===== config.mk =====
export PLATFORM = sky130hd
export DESIGN_NAME = mul_seq_ctrl
export DESIGN_NICKNAME = d
export VERILOG_FILES = /design/src/rtl/mul_seq_pkg.sv /design/src/rtl/mul_seq_ctrl_wallece_tree_4x4.sv /design/src/rtl/mul_seq_ctrl.sv
export SDC_FILE = /design/constraint.sdc
export NUM_CORES = 1
export LEC_CHECK = 0
export CAP_MARGIN = 10
export CORE_ASPECT_RATIO = 0.75
export CORE_UTILIZATION = 50
export DETAILED_ROUTE_END_ITERATION = 7
export PLACE_DENSITY = 0.77
export SLEW_MARGIN = 15
export SYNTH_ARGS = -nofsm -noshare
export SYNTH_HDL_FRONTEND = slang
export SYNTH_SLANG_ARGS = --single-unit
export TNS_END_PERCENT = 100

===== constraint.sdc =====
create_clock -name clk -period 4.8 [get_ports clk]
set_input_delay 0.72 -clock clk [delete_from_list [all_inputs] [get_ports clk]]
set_output_delay 0.72 -clock clk [all_outputs]
set_load 0.1 [all_outputs]

===== src/rtl/mul_seq_pkg.sv =====
// mul_seq_pkg: shared types and constants for the sequential digit multiplier
package mul_seq_pkg;

    typedef enum logic [1:0] {IDLE, CALC, DONE} state_t;

    localparam int DIGIT_W = 4;

    // Number of digit-pair iterations for a w-bit operand pair
    function automatic int k_of(input int w);
        return (w / DIGIT_W) * (w / DIGIT_W);
    endfunction

endpackage


===== src/rtl/mul_seq_ctrl_wallece_tree_4x4.sv =====
// wallece_tree_4x4: combinational 4x4 unsigned multiplier, two 3:2 compressor levels plus a final adder
module wallece_tree_4x4 (
    input  logic [3:0] a,
    input  logic [3:0] b,
    output logic [7:0] p
);

    logic [7:0] r0, r1, r2, r3, s1, c1, s2, c2;

    // Reduce four shifted partial-product rows to sum/carry, then resolve
    always_comb begin
        r0 = {4'b0, a & {4{b[0]}}};
        r1 = {3'b0, a & {4{b[1]}}, 1'b0};
        r2 = {2'b0, a & {4{b[2]}}, 2'b0};
        r3 = {1'b0, a & {4{b[3]}}, 3'b0};
        s1 = r0 ^ r1 ^ r2;
        c1 = ((r0 & r1) | (r0 & r2) | (r1 & r2)) << 1;
        s2 = s1 ^ c1 ^ r3;
        c2 = ((s1 & c1) | (s1 & r3) | (c1 & r3)) << 1;
        p  = s2 + c2;
    end

endmodule


===== src/rtl/mul_seq_ctrl.sv =====
// mul_seq_ctrl: iterative WxW multiplier stepping digit pairs through one shared 4x4 tree
module mul_seq_ctrl
    import mul_seq_pkg::*;
#(
    parameter int W          = 8,
    parameter bit EARLY_ZERO = 1
) (
    input  logic           clk,
    input  logic           rst_n,
    input  logic           in_valid,
    output logic           in_ready,
    input  logic [W-1:0]   in_a,
    input  logic [W-1:0]   in_b,
    output logic           out_valid,
    input  logic           out_ready,
    output logic [2*W-1:0] out_prod,
    output logic           busy
);

    localparam int D  = W / DIGIT_W;
    localparam int K  = k_of(W);
    localparam int IW = $clog2(K);

    state_t               state, state_nx, start_st;
    logic [W-1:0]         a_r, b_r;
    logic [2*W-1:0]       acc, term;
    logic [IW-1:0]        k, i_d, j_d;
    logic [DIGIT_W-1:0]   a_dig, b_dig;
    logic [7:0]           pp;
    logic                 accept, zero_in, last;

    assign accept   = in_valid && in_ready;
    assign zero_in  = EARLY_ZERO && (in_a == '0 || in_b == '0);
    assign start_st = zero_in ? DONE : CALC;
    assign last     = k == IW'(K - 1);
    // A digit is the inner loop, B digit the outer
    assign i_d      = IW'(k % D);
    assign j_d      = IW'(k / D);
    assign a_dig    = a_r[DIGIT_W*i_d +: DIGIT_W];
    assign b_dig    = b_r[DIGIT_W*j_d +: DIGIT_W];
    assign term     = {{(2*W-8){1'b0}}, pp} << {i_d + j_d, 2'b00};
    assign out_prod = acc;

    wallece_tree_4x4 u_tree (
        .a (a_dig),
        .b (b_dig),
        .p (pp)
    );

    // State register
    always_ff @(posedge clk or negedge rst_n) begin
        if (!rst_n) state <= IDLE;
        else        state <= state_nx;
    end

    // Next state: zero operands may skip straight to DONE; a DONE transfer can chain a new accept
    always_comb begin
        state_nx = state;
        unique case (state)
            IDLE:    state_nx = accept ? start_st : IDLE;
            CALC:    state_nx = last ? DONE : CALC;
            DONE:    state_nx = out_ready ? (in_valid ? start_st : IDLE) : DONE;
            default: state_nx = IDLE;
        endcase
    end

    // Handshake and status outputs decoded from state
    always_comb begin
        in_ready  = (state == IDLE) || (state == DONE && out_ready);
        out_valid = state == DONE;
        busy      = state == CALC;
    end

    // Operand capture on accept, shift-accumulate one digit pair per CALC cycle
    always_ff @(posedge clk or negedge rst_n) begin
        if (!rst_n) begin
            a_r <= '0;
            b_r <= '0;
            acc <= '0;
            k   <= '0;
        end else if (accept) begin
            a_r <= in_a;
            b_r <= in_b;
            acc <= '0;
            k   <= '0;
        end else if (state == CALC) begin
            acc <= acc + term;
            k   <= k + IW'(1);
        end
    end

endmodule


# --- Yosys cells after proc, flatten, opt, wreduce, memory -nomap -nowiden ---
# Cells that the tools add are included.
op_classes:
  n_addsub: 4
  eq_ne: 3
  shifts: 3
  muxes: 10
  bitwise: 18
  reduce_logical: 8
op_table:
  columns: ["cell", "count"]
  rows:
  - ["2-to-1 mux 16 bit", 2]
  - ["bitwise AND 7 bit", 3]
  - ["bitwise OR 7 bit", 3]
  - ["adder 16 bit", 1]
  - ["bitwise AND 4 bit", 4]
  - ["logical NOT 8 bit", 2]
  - ["indexed part select 8 x 4 -> 4 bit", 2]
  - ["left shift 8 x 4 -> 16 bit", 1]
  - ["2-to-1 mux 2 bit", 7]
  - ["adder 8 bit", 1]
  - ["bitwise XOR 8 x 7 -> 8 bit", 1]
  - ["bitwise XOR 8 bit", 1]
  - ["bitwise OR 7 x 6 -> 7 bit", 1]
  - ["bitwise AND 4 x 6 -> 6 bit", 1]
  - ["bitwise AND 5 x 6 -> 6 bit", 1]
  - ["case mux 2 bit (3 select lines)", 1]
  - ["bitwise XOR 5 x 6 -> 6 bit", 1]
  - ["bitwise AND 4 x 5 -> 5 bit", 1]
  - ["bitwise XOR 4 x 5 -> 5 bit", 1]
  - ["equality test 2 bit (second input constant)", 2]
  - ["adder 1 x 1 -> 2 bit", 1]
  - ["adder 2 x 1 -> 2 bit (second input constant)", 1]
  - ["equality test 2 x 1 -> 1 bit (second input constant)", 1]
  - ["logical AND 1 bit", 2]
  - ["3 further kinds", 4]
word_totals:
  regBits: 36
  word_cells: 51

# --- Longest topological paths before layout ---
depth:
  word_depth: 13
  ltp_mapped: 21

# --- By module ---
# A second synthesis with hierarchy kept.
unflattened:
  cells_unflattened: 310
  area_unflattened_um2: 2950.3
modules_own_cells:
  columns: ["module", "instances", "cells_each", "area_each_um2", "seq_area_each_um2"]
  rows:
  - ["mul_seq_ctrl", 1, 265, 2567.5, 900.9]
  - ["wallece_tree_4x4", 1, 45, 382.9, 0.0]

# --- Least setup slack after synthesis ---
# Ideal clock, no wire load.
synth_path:
  kind: "register to register"
  start: "register k[0]"
  end: "register acc[15] (netlist: out_prod[15])"
  arrival_time_ns: 4.877
  slack_ns: -0.201
  stages_incl_launch_ff: 20
  path_buffers: 1
  period_less_slack_ns: 5.001
  cell_sequence: "dfrtp_1 clkbuf_1 mux2i_1 or2_2 fa_1 inv_1 fa_1 ha_1 inv_1 fa_1 mux2_2 nor2_1 ha_1 a21oi_1 a21boi_0 o311ai_0 nand2_1 or3_1 and3_1 a211o_1"
synth_between:
  elab_chain_len: 13
synth_lines:
  columns: ["element", "line", "rtl"]
  rows:
  - ["from (decl)", "mul_seq_ctrl.sv:27", "logic [IW-1:0] k, i_d, j_d;"]
  - ["from (signal assigned)", "mul_seq_ctrl.sv:88", "k <= k + IW'(1);"]
  - ["indexed part select 8 x 4 -> 4 bit", "mul_seq_ctrl.sv:39", "assign a_dig = a_r[DIGIT_W*i_d +: DIGIT_W];"]
  - ["bitwise AND 4 bit (on tied branches)", "mul_seq_ctrl_wallece_tree_4x4.sv:12, mul_seq_ctrl_wallece_tree_4x4.sv:13, mul_seq_ctrl_wallece_tree_4x4.sv:14", null]
  - ["bitwise AND 4 x 5 -> 5 bit / bitwise AND 4 x 6 -> 6 bit (equally long branches)", "mul_seq_ctrl_wallece_tree_4x4.sv:17", "c1 = ((r0 & r1) | (r0 & r2) | (r1 & r2)) << 1;"]
  - ["bitwise OR 7 bit", "mul_seq_ctrl_wallece_tree_4x4.sv:17", null]
  - ["bitwise OR 7 x 6 -> 7 bit", "mul_seq_ctrl_wallece_tree_4x4.sv:17", null]
  - ["bitwise AND 7 bit", "mul_seq_ctrl_wallece_tree_4x4.sv:19", "c2 = ((s1 & c1) | (s1 & r3) | (c1 & r3)) << 1;"]
  - ["bitwise OR 7 bit (2 in a row)", "mul_seq_ctrl_wallece_tree_4x4.sv:19", null]
  - ["adder 8 bit", "mul_seq_ctrl_wallece_tree_4x4.sv:20", "p = s2 + c2;"]
  - ["left shift 8 x 4 -> 16 bit *", "mul_seq_ctrl.sv:41", "assign term = {{(2*W-8){1'b0}}, pp} << {i_d + j_d, 2'b00};"]
  - ["adder 16 bit *", "mul_seq_ctrl.sv:87", "acc <= acc + term;"]
  - ["2-to-1 mux 16 bit *", "mul_seq_ctrl.sv:86", "end else if (state == CALC) begin"]
  - ["2-to-1 mux 16 bit *", "mul_seq_ctrl.sv:81", "end else if (accept) begin"]
  - ["to (signal assigned)", "mul_seq_ctrl.sv:87", null]
  - ["to (decl)", "mul_seq_ctrl.sv:26", "logic [2*W-1:0] acc, term;"]
# Mark *: on every way between the ends. The rest lies on a longest branch, timed or not. The select of a mux whose other input is x is not followed.
# A chain may end at the register's enable or synchronous reset.

# --- Worst setup path in the final report ---
layout_path:
  start: "register k[1]"
  end: "register acc[14] (netlist: out_prod[14])"
layout_between:
  elab_chain_len: 13
layout_lines:
  columns: ["element", "line", "rtl"]
  rows:
  - ["indexed part select 8 x 4 -> 4 bit", "mul_seq_ctrl.sv:40", "assign b_dig = b_r[DIGIT_W*j_d +: DIGIT_W];"]
  - ["bitwise AND 4 bit (on tied branches)", "mul_seq_ctrl_wallece_tree_4x4.sv:12, mul_seq_ctrl_wallece_tree_4x4.sv:13, mul_seq_ctrl_wallece_tree_4x4.sv:14", null]
  - ["bitwise AND 4 x 5 -> 5 bit / bitwise AND 4 x 6 -> 6 bit (equally long branches)", "mul_seq_ctrl_wallece_tree_4x4.sv:17", null]
  - ["bitwise OR 7 bit", "mul_seq_ctrl_wallece_tree_4x4.sv:17", null]
  - ["bitwise OR 7 x 6 -> 7 bit", "mul_seq_ctrl_wallece_tree_4x4.sv:17", null]
  - ["bitwise AND 7 bit", "mul_seq_ctrl_wallece_tree_4x4.sv:19", null]
  - ["bitwise OR 7 bit (2 in a row)", "mul_seq_ctrl_wallece_tree_4x4.sv:19", null]
  - ["adder 8 bit", "mul_seq_ctrl_wallece_tree_4x4.sv:20", null]
  - ["left shift 8 x 4 -> 16 bit *", "mul_seq_ctrl.sv:41", null]
  - ["adder 16 bit *", "mul_seq_ctrl.sv:87", null]
  - ["2-to-1 mux 16 bit *", "mul_seq_ctrl.sv:86", null]
  - ["2-to-1 mux 16 bit *", "mul_seq_ctrl.sv:81", null]
# Marks and branches as above.

==> results_dict.tcl <==
set metrics [dict create \
    status "finished with violations" \
    violations "setup timing" \
    cts_sinks 36 \
    synthFlopType "dfrtp_1" \
    path_clk_slew_ps 80 \
    grt_first_pass_wirelength_um 12200 \
    path_max_fanout 4 \
    drv_cap 0 \
    syn_area_um2 2690 \
    synth_nets 380 \
    fin_crit_ps 4930 \
    rsz0062_at_grt "true" \
    critPathArrivalTime_ps 5110 \
    cts_buffer_depth 2 \
    cts-root-buf "clkbuf_8" \
    synth.distinct_cells 38 \
    fp-row-count 22 \
    area_growth_pct 36.9 \
    async_reset_ff_share_pct 100 \
    worst_slew_pin_slew_ps 976 \
    fmax_mhz 203 \
    overflow 0 \
    cp_data_required_time_ps 4980 \
    grt_max_degree 37 \
    layout.cells.most_common_list "71 x nand2_1, 38 x clkdlybuf4s50_1, 34 x dfrtp_1, 29 x buf_4, 27 x nor2_1" \
    hold_viol 0 \
    drive_above_1_share_pct 21.5 \
    track_usage_pct 28.7 \
    pre_cts_ws_ps -201 \
    firstDrtPassIters 5 \
    cts_buffers 5 \
    die_area_um2 5680 \
    wire_per_inst_um 17.3 \
    design.portCount 39 \
    dr_total_vias 2708 \
    finClkSkew_ps 7.04 \
    yosysSeqAreaShare_pct 33.5 \
    fill_cells 377 \
    first_global_vias 2479 \
    ctsHtreeMaxLevel 2 \
    gp_congestion 0.879 \
    drt-initial-drc-count 287 \
    routed_wirelength_um 8090 \
    slew_headroom_pct 34.7 \
    fp.dieW_um 86.7 \
    antenna_cells 0 \
    core-area_um2 5040 \
    hold_path_class "reg2reg" \
    route.detailed.drc 0 \
    path_class "reg2reg" \
    clk_latency_ps 290 \
    cp-end-kind "flop" \
    finalWorstSetupSlack_ps -133 \
    drv_slew 0 \
    initial_core_util_pct 53.4 \
    num-nets-final 445 \
    cp-start-kind "flop" \
    die_h_um 65.5 \
    dp_hpwl_um 5540 \
    final_common_cell "nand2_1" \
    cts_tree "done" \
    avgSynthCellArea_um2 8.15 \
    finalSetupViolations 2 \
    fin_crit_sh_pct 103 \
    synth-edff-count 0 \
    vias_per_cell 5.79 \
    ys_warn_count 0 \
    antenna_found_initial 0 \
    synthCells 330 \
    portBuffers 38 \
    ys_ff_latch 36 \
    ant_nets 0 \
]
==> sequential cells by signal, summed over array words and instances (netlist names) <==
| name | count |
|---|---|
| k | 2 |
| out_prod | 16 |
| state | 2 |
| a_r | 8 |
| b_r | 8 |
==> what timing repair did <==
item	in CTS	in global routing
hold endpoints to repair	0	0
pin swaps	24	29
cloned	0	0
buffers inserted	4	2
setup endpoints to repair	5	8
resized for setup	28	31
hold buffers	0	0
==> synth_stat cells (2+ instances only) <==
| library cell | instances | area share [%] |
|---|---|---|
| dfrtp_1 | 36 | 34 |
| nand2_1 | 74 | 10 |
| or3_1 | 3 | 0.70 |
| a22o_1 | 3 | 0.98 |
| mux2i_1 | 8 | 3.0 |
| xor2_1 | 6 | 2.0 |
| nand3_1 | 5 | 0.93 |
| o22ai_1 | 5 | 1.2 |
| inv_1 | 15 | 2.1 |
| nor3_1 | 5 | 0.93 |
| o21ai_0 | 28 | 5.2 |
| o21ai_1 | 2 | 0.37 |
| fa_1 | 7 | 5.2 |
| nor2b_1 | 6 | 1.4 |
| xnor2_1 | 7 | 2.3 |
| nor4_1 | 5 | 1.2 |
| o21a_1 | 4 | 1.1 |
| clkbuf_1 | 11 | 1.5 |
| and3_1 | 3 | 0.70 |
| a21oi_1 | 22 | 4.1 |
| ha_1 | 23 | 11 |
| a211o_1 | 2 | 0.65 |
| nand2b_1 | 3 | 0.70 |
| or2_2 | 4 | 0.93 |
| nor2_1 | 29 | 4.0 |
| a32o_1 | 2 | 0.74 |
==> kinds of logic after synthesis <==
family | count (synthesis) | share of synthesized area [%]
AO/OA/AOI/OAI | 75 | 16.3
XOR/XNOR | 13 | 4.23
adder cells (fa/ha/maj) | 30 | 15.9
buffers and inverters | 26 | 3.63
flip-flops | 36 | 33.5
multiplexers | 9 | 3.40
AND/OR/NAND/NOR | 141 | 23.0
==> routing by layer <==
| layer | vias up | track usage (%) | part of all wire (%) |
|---|---|---|---|
| met5 | - | 0 | 0 |
| met4 | 0 | 6.25 | 2.4 |
| met3 | 26 | 4.27 | 7.9 |
| met2 | 124 | 45.4 | 45 |
| met1 | 1298 | 41.6 | 45 |
| li1 | 1260 | - | - |
==> final cells by class <==
class                      count  area, um2  area share (%)
tap                           72       90.1            2.45
timing repair buffer          69        621            16.9
sequential                    36        903            24.5
clock buffer                   7       86.3            2.35
inverter                      15       56.3            1.53
multi-input combinational    268       1920            52.1
clock inverter                 1       7.51           0.204
==> path summary, 6_finish.rpt <==
kind | slack [ps] | depth (start not counted) | startpoint | end
min | 480 | 2 | a_r[4] | a_r[4]
max reg2reg | -130 | 20 | k[1] | out_prod[14]
min in group asynchronous | 840 | 2 | rst_n | out_prod[4]
max in group asynchronous | 3580 | 2 | rst_n | k[1]
max | -130 | 20 | k[1] | out_prod[14]
min reg2reg | 480 | 2 | a_r[4] | a_r[4]
==> per-stage QoR <==
stage / cells / utilization, % / TNS [ps] / area (um2) / hold slack [ps]
after floorplan: 330 / - / 0 / 2710 / 424
after global placement: 456 / 66.1 / -264 / 3330 / 462
after detailed placement: 456 / 66.1 / -433 / 3330 / 467
after CTS: 467 / 70.4 / -76.6 / 3550 / 485
after global routing: 468 / 73.1 / -822 / 3680 / 499
final: 468 / 73.1 / -245 / 3680 / 484
==> critical path, cell delays in order (launching register included) <==
cell     delay (ps)
dfrtp_2         460
mux2i_4         220
or2_4           240
fa_1            560
inv_2            40
fa_2            550
ha_4            150
inv_2            40
fa_2            370
xor2_2          260
nor2_2           60
a21oi_2         140
nor2_1           60
ha_1            340
buf_6           140
o21a_1          110
a211o_1         310
nand2_2         110
a21oi_2          70
or3_4           330
a32o_1          260
Power is left out: the tool's default activity adds up to more than one toggle a clock period on the data nets, which glitch-free logic cannot reach.
